### config.mk
export PLATFORM = sky130hd
export DESIGN_NAME = ram16_arbiter
export DESIGN_NICKNAME = d
export VERILOG_FILES = /design/src/rtl/ram16_arbiter.sv
export SDC_FILE = /design/constraint.sdc
export NUM_CORES = 1
export LEC_CHECK = 0
export ABC_AREA = 0
export CAP_MARGIN = 5
export CORE_MARGIN = 2
export CORE_UTILIZATION = 40
export DETAILED_ROUTE_END_ITERATION = 16
export MAX_ROUTING_LAYER = met4
export PLACE_DENSITY = 0.9
export SETUP_SLACK_MARGIN = 0.5
export SLEW_MARGIN = 15
export SYNTH_ARGS = -nofsm -noshare
export SYNTH_HDL_FRONTEND = slang
export SYNTH_SLANG_ARGS = --single-unit
### constraint.sdc
create_clock -name clk -period 2.3 [get_ports clk]
set_clock_uncertainty 0.2 [all_clocks]
set_input_delay 0.345 -clock clk [delete_from_list [all_inputs] [get_ports clk]]
set_output_delay 0.345 -clock clk [all_outputs]
set_load 0.02 [all_outputs]
### src/rtl/ram16_arbiter.sv
// ram16_arbiter: round-robin arbiter and sequencer between an instruction
// fetch port (read-only) and a data load/store port, in front of a
// byte-addressed big-endian 16-bit RAM with combinational read and a
// posedge write gated by en. One RAM transaction at a time. Each transaction
// is latched in IDLE, runs for exactly one ACCESS cycle, and is completed
// by a registered one-cycle ack to its owner.
module ram16_arbiter #(
  parameter int unsigned ADDR_WIDTH = 16,
  parameter int unsigned WORD_WIDTH = 16,
  parameter int unsigned MAX_ADDR   = (1 << ADDR_WIDTH) - 1
) (
  input  logic                  clk,
  input  logic                  rst,
  // instruction fetch port
  input  logic                  f_req,
  input  logic [ADDR_WIDTH-1:0] f_addr,
  output logic                  f_ack,
  output logic [WORD_WIDTH-1:0] f_rdata,
  output logic                  f_err,
  // data load/store port
  input  logic                  d_req,
  input  logic                  d_we,
  input  logic [ADDR_WIDTH-1:0] d_addr,
  input  logic [WORD_WIDTH-1:0] d_wdata,
  output logic                  d_ack,
  output logic [WORD_WIDTH-1:0] d_rdata,
  output logic                  d_err,
  // RAM side
  output logic [ADDR_WIDTH-1:0] ram_read_addr,
  input  logic [WORD_WIDTH-1:0] ram_read_data,
  output logic [ADDR_WIDTH-1:0] ram_write_addr,
  output logic [WORD_WIDTH-1:0] ram_write_data,
  output logic                  ram_en
);

  // A word access starting at the last byte address would need a byte past the end.
  localparam logic [ADDR_WIDTH-1:0] LAST_ADDR = ADDR_WIDTH'(MAX_ADDR);

  typedef enum logic {
    ST_IDLE   = 1'b0,
    ST_ACCESS = 1'b1
  } state_e;

  typedef enum logic {
    OWN_F = 1'b0,
    OWN_D = 1'b1
  } owner_e;

  state_e                state_q,      state_d;
  owner_e                owner_q,      owner_d;
  owner_e                last_grant_q, last_grant_d;
  logic [ADDR_WIDTH-1:0] addr_q,       addr_d;
  logic [WORD_WIDTH-1:0] wdata_q,      wdata_d;
  logic                  we_q,         we_d;
  logic                  f_ack_q,      f_ack_d;
  logic                  d_ack_q,      d_ack_d;
  logic                  f_err_q,      f_err_d;
  logic                  d_err_q,      d_err_d;
  logic [WORD_WIDTH-1:0] f_rdata_q,    f_rdata_d;
  logic [WORD_WIDTH-1:0] d_rdata_q,    d_rdata_d;

  logic   illegal;
  owner_e winner;

  assign illegal = (addr_q == LAST_ADDR);

  // Round-robin pick: a lone requester wins; on a tie the port not granted last time wins.
  always_comb begin
    winner = OWN_F;
    if (f_req && d_req) begin
      winner = (last_grant_q == OWN_D) ? OWN_F : OWN_D;
    end else if (d_req) begin
      winner = OWN_D;
    end
  end

  // Next-state, transaction latch and completion logic.
  always_comb begin
    state_d      = state_q;
    owner_d      = owner_q;
    last_grant_d = last_grant_q;
    addr_d       = addr_q;
    wdata_d      = wdata_q;
    we_d         = we_q;
    f_ack_d      = 1'b0;
    d_ack_d      = 1'b0;
    f_err_d      = 1'b0;
    d_err_d      = 1'b0;
    f_rdata_d    = f_rdata_q;
    d_rdata_d    = d_rdata_q;

    unique case (state_q)
      ST_IDLE: begin
        if (f_req || d_req) begin
          owner_d      = winner;
          last_grant_d = winner;
          state_d      = ST_ACCESS;
          if (winner == OWN_F) begin
            addr_d  = f_addr;
            we_d    = 1'b0;
            wdata_d = '0;
          end else begin
            addr_d  = d_addr;
            we_d    = d_we;
            wdata_d = d_wdata;
          end
        end
      end

      ST_ACCESS: begin
        state_d = ST_IDLE;
        if (owner_q == OWN_F) begin
          f_ack_d = 1'b1;
          f_err_d = illegal;
          if (!illegal && !we_q) begin
            f_rdata_d = ram_read_data;
          end
        end else begin
          d_ack_d = 1'b1;
          d_err_d = illegal;
          if (!illegal && !we_q) begin
            d_rdata_d = ram_read_data;
          end
        end
      end
    endcase
  end

  // State register with synchronous reset; last_grant resets to D so F wins the first tie.
  always_ff @(posedge clk) begin
    if (rst) begin
      state_q      <= ST_IDLE;
      owner_q      <= OWN_F;
      last_grant_q <= OWN_D;
      addr_q       <= '0;
      wdata_q      <= '0;
      we_q         <= 1'b0;
      f_ack_q      <= 1'b0;
      d_ack_q      <= 1'b0;
      f_err_q      <= 1'b0;
      d_err_q      <= 1'b0;
      f_rdata_q    <= '0;
      d_rdata_q    <= '0;
    end else begin
      state_q      <= state_d;
      owner_q      <= owner_d;
      last_grant_q <= last_grant_d;
      addr_q       <= addr_d;
      wdata_q      <= wdata_d;
      we_q         <= we_d;
      f_ack_q      <= f_ack_d;
      d_ack_q      <= d_ack_d;
      f_err_q      <= f_err_d;
      d_err_q      <= d_err_d;
      f_rdata_q    <= f_rdata_d;
      d_rdata_q    <= d_rdata_d;
    end
  end

  // rst gates ram_en combinationally so a reset during ACCESS cannot land a write.
  assign ram_en         = (state_q == ST_ACCESS) && we_q && !illegal && !rst;
  assign ram_read_addr  = addr_q;
  assign ram_write_addr = addr_q;
  assign ram_write_data = wdata_q;

  assign f_ack   = f_ack_q;
  assign d_ack   = d_ack_q;
  assign f_err   = f_err_q;
  assign d_err   = d_err_q;
  assign f_rdata = f_rdata_q;
  assign d_rdata = d_rdata_q;

endmodule

* Yosys cells after proc, flatten, opt, wreduce, memory -nomap -nowiden
Cells that the tools add are included. W data, S select, Z words.
Word-level totals: flip-flop bits (word level) 72, latch bits 0, bits in writable memories 0, bits in read-only memories 0, input bits 69, logic and storage cells 40, memories 0
Operators by class: add/subtract/negate cells 0, multipliers 0, divide/modulo/power cells 0, order comparisons 0, eq/ne operators 1, shift operators 0, multiplexer cells 10, bitwise gates (word level) 2, reductions and logical operators 15
Operators by type and width (count):
- $mux W16 | 2
- $eq A16 B16 Y1 const B | 1
- $mux W1 | 7
- $reduce_and A3 Y1 | 2
- $reduce_or A3 Y1 | 2
- $logic_and A1 B1 Y1 | 5
- $logic_not A1 Y1 | 3
- $not A1 Y1 | 2
- $pmux W1 S2 | 1
- $reduce_and A2 Y1 | 1
- $reduce_or A2 Y1 | 1
- $logic_or A1 B1 Y1 | 1

* Depth between registers and ports, before layout
depth after elaboration 4, gate-level depth with buffers 7, mapped depth without buffers 4

* Worst setup path after synthesis
OpenSTA, ideal clock, no wires.
path kind flip-flop to flip-flop, from register addr_q[1], in the netlist ram_read_addr[1], to register d_rdata_q[10], in the netlist d_rdata[10], arrival 1.554 ns, setup slack 0.474 ns, cell stages (with the launch flop) 7, buffers on the path 2, clock period less this slack 1.826 ns, cell sequence dfxtp_1 > nand4_2 > nor4_4 > or3_1 > buf_6 > buf_12 > mux2i_1
Between the ends: word-level cells in the longest chain between the ends 4
RTL lines:
- start, declared | line 52 | logic [ADDR_WIDTH-1:0] addr_q, addr_d;
- start signal, assigned | line 148 | addr_q <= addr_d;
- $eq A16 B16 Y1 | line 65 | assign illegal = (addr_q == LAST_ADDR);
- $logic_not A1 Y1 | line 121 | if (!illegal && !we_q) begin
- $logic_and A1 B1 Y1 | line 121
- $reduce_and A3 Y1 (no source line)
- end signal, assigned | line 156 | d_rdata_q <= d_rdata_d;
- end, declared | line 60 | logic [WORD_WIDTH-1:0] d_rdata_q, d_rdata_d;
Every way passes these cells. A chain may end at the register's enable or synchronous reset.

* Worst setup path after layout
from register addr_q[7], in the netlist ram_read_addr[7], to output ram_en
Between the ends: word-level cells in the longest chain between the ends 4
RTL lines:
- $eq A16 B16 Y1 | line 65
- $logic_not A1 Y1 | line 161 | assign ram_en = (state_q == ST_ACCESS) && we_q && !illegal && !rst;
- $logic_and A1 B1 Y1 (2 in a row) | line 161
- end, declared | line 33 | output logic ram_en
Every way passes these cells.

==> metrics.txt <==
status=completed; Fmax=roughly 500 MHz; share of cells above drive strength 1=13.29%; maximum vdd drop=411.6 µV; Net Count, Synth=365; FP Rows=31; critical path class=reg -> out; Post-DRT Antenna Nets=0; PD cells=673.7 nW/µm²; Worst Path Arrival=1.42 ns; global placer's final weighted congestion=0.7676; Syn Inst Count=296; hpwl dp=5890 µm; Slew @ Worst Pin=between 0.6 and 0.7 ns; Congestion Overflow GR=0; synthesized flop and latch total=72; first-pass detailed-route iteration total=4; Inserted Clock Buffers=9; H-tree depth=3; RSZ-0062 raised after global routing=true; min cycle time layout=between 1.5 and 2 ns; Max Buffers Root-to-Sink=2; Worst setup EP type=primary output; cell chain of the critical path=nand4_1, nor4_4, nor3b_1, buf_4; Yosys warning count=0; Syn Area/Cell=10.16 µm²; met2 usage=35.57%; CP max FO=4; CP peak stage delay=0.35 ns; detailed-route DRC error count=0; initial antenna violation count=0; M1 GR Usage=approximately a quarter; clk sinks=72; Core Area=a little over 7000 µm²; Req. time, crit path=1.75 ns; final hold vios=0; first-pass GRT wire length=13100 µm; Fin Setup TNS=0 ns; largest net degree at the start of global routing=85; Crit-path slowest cell=dfxtp_2; Chip Height=90.70 µm; GRT busiest layer=met2; DR vias=2640; CTS tree=yes; Total GRT Usage=20.60%; WL/cell=15.10 µm; crit path launch type=flop; met3 Track Usage GR=about 5.3%; I/O Buffers=around 150; post-route cell area=4763 µm²; DIE AREA=8226 µm²; Slew Limit Fails=0; Cell variety after synth=27; CTS Hold Bufs=0; Syn Std Cell Area=3007 µm²; DP Area=4489 µm²; max cap viols=0; Final nets=509; n_diodes=0; final wirelength=8198 µm; Clock transition at path regs=0.07 ns; Hold Crit Class=in -> reg; Total Power=3.209 mW; part of the cycle the worst path needs=85.54%; die width=90.70 µm; Slew HR=a little over half; DR vias/cell=4.862; synthesis-to-finish area growth=58.43%; I/O pin count=154; root buf cell=clkbuf_8; total leakage power=roughly 2.3 nW; sequential area share after synthesis=47.94%; Initial DRC Count=112; Setup-failing EPs final=0; vias in the first global route=2659; Starting Density=41.45%; worst skew pair latency=0.33 ns; Fin Hold WS=0.1502 ns
## synth_stat cells (all sizes together)
cell type | n | share of area [%]
nand4 | 4 | 1.0
a211oi | 16 | 4.0
a211o | 1 | 0.29
and2 | 2 | 0.42
nor3b | 1 | 0.25
nand2 | 1 | 0.12
inv | 1 | 0.12
nand2b | 49 | 10
dfxtp | 72 | 48
nor4b | 1 | 0.29
nor2 | 39 | 4.9
nor4 | 1 | 0.71
or3 | 1 | 0.21
a22oi | 17 | 4.2
buf | 26 | 7.0
clkbuf | 12 | 1.5
nor2b | 1 | 0.21
mux2i | 48 | 16
a21boi | 1 | 0.25
a21oi | 1 | 0.17
or2 | 1 | 0.21
## metal layers
metal	vias to the layer above	part of all wire (%)	routed length, µm
met2	119	49	4015
met4	0	1.2	102
met5	-	0	0
met3	8	7.1	586
li1	1286	-	-
met1	1227	43	3494
## placed cells by master, fill, tap and decap left out, types with 2 or more instances in the layout
| cell | instances |
|---|---|
| buf_6 | 3 |
| dlygate4sd2_1 | 84 |
| bufinv_16 | 3 |
| buf_4 | 14 |
| dfxtp_1 | 56 |
| clkbuf_8 | 10 |
| dfxtp_2 | 16 |
| mux2i_1 | 48 |
| a211oi_1 | 16 |
| clkdlybuf4s50_1 | 67 |
| a22oi_1 | 17 |
| nor2_1 | 38 |
| nand4_1 | 3 |
| and2_1 | 2 |
| nand2b_1 | 49 |
## kinds of logic (layout without fill, tap and decap cells)
family,count (synthesis),after routing,share of synthesized area [%]
simple gates,101,101,18.52
compound gates,36,36,8.947
buf+inv,39,187,8.614
mux,48,48,15.98
flops,72,72,47.94
## report_power, final
| part | leakage [nW] | internal (mW) | switching (mW) |
|---|---|---|---|
| clock | 0.123 | 0.746 | 0.458 |
| sequential | 0.593 | 1.32 | 0.0492 |
| combinational | 1.56 | 0.311 | 0.320 |
## what timing repair did
item | 4_1_cts | 5_1_grt
endpoints found under the hold margin | 0 | 0
pin swaps | 4 | 3
gates resized for setup | 99 | 9
setup endpoints to repair | 108 | 51
cloned | 2 | 0
buffers inserted | 6 | 3
## sequential cells by signal, summed over array words and instances, names as in the netlist
register	cells
f_err	1
ram_write_data	16
d_err	1
state_q	1
owner_q	1
f_rdata	16
d_rdata	16
f_ack	1
we_q	1
d_ack	1
ram_read_addr	16
last_grant_q	1
## worst max-delay path, delay by kind of cell, from the launching register on
family	cells	cell delay (ns)
buffers and inverters	1	0.17
DFF	1	0.35
and+or+nand+nor	3	0.56
## area by class of cell
class	count	area, µm²
multi-input cells	185	1335
flip-flops and latches	72	1461
repair buffers	171	1598
inverters	1	3.754
clock inverters	5	103.9
well taps	99	123.9
fillers	638	2490
clock buffers	10	137.6
## per-stage QoR
step | util [%] | std cells | setup WS, ns
2_1_floorplan | - | 296 | 0.5266
5_1_grt | 65.67 | 543 | 0.2389
4_1_cts | 65.17 | 540 | 0.2756
3_3_place_gp | 61.89 | 517 | 0.2699
3_5_place_dp | 61.89 | 517 | 0.1980
6_report | 65.67 | 543 | 0.3327
## path summary, 6_finish.rpt
path / startpoint / endpoint / slack [ns] / cells past startpoint
worst max-delay path: ram_read_addr[7]$_SDFFE_PP0P_ / ram_en / 0.33 / 4
worst max register to register: ram_read_addr[7]$_SDFFE_PP0P_ / d_rdata[5]$_SDFFE_PP0P_ / 0.41 / 7
worst min register to register: f_rdata[14]$_SDFFE_PP0P_ / f_rdata[14]$_SDFFE_PP0P_ / 0.27 / 2
worst min-delay path: rst / d_ack$_SDFF_PP0_ / 0.15 / 3
(Power assumes the default switching activity.)
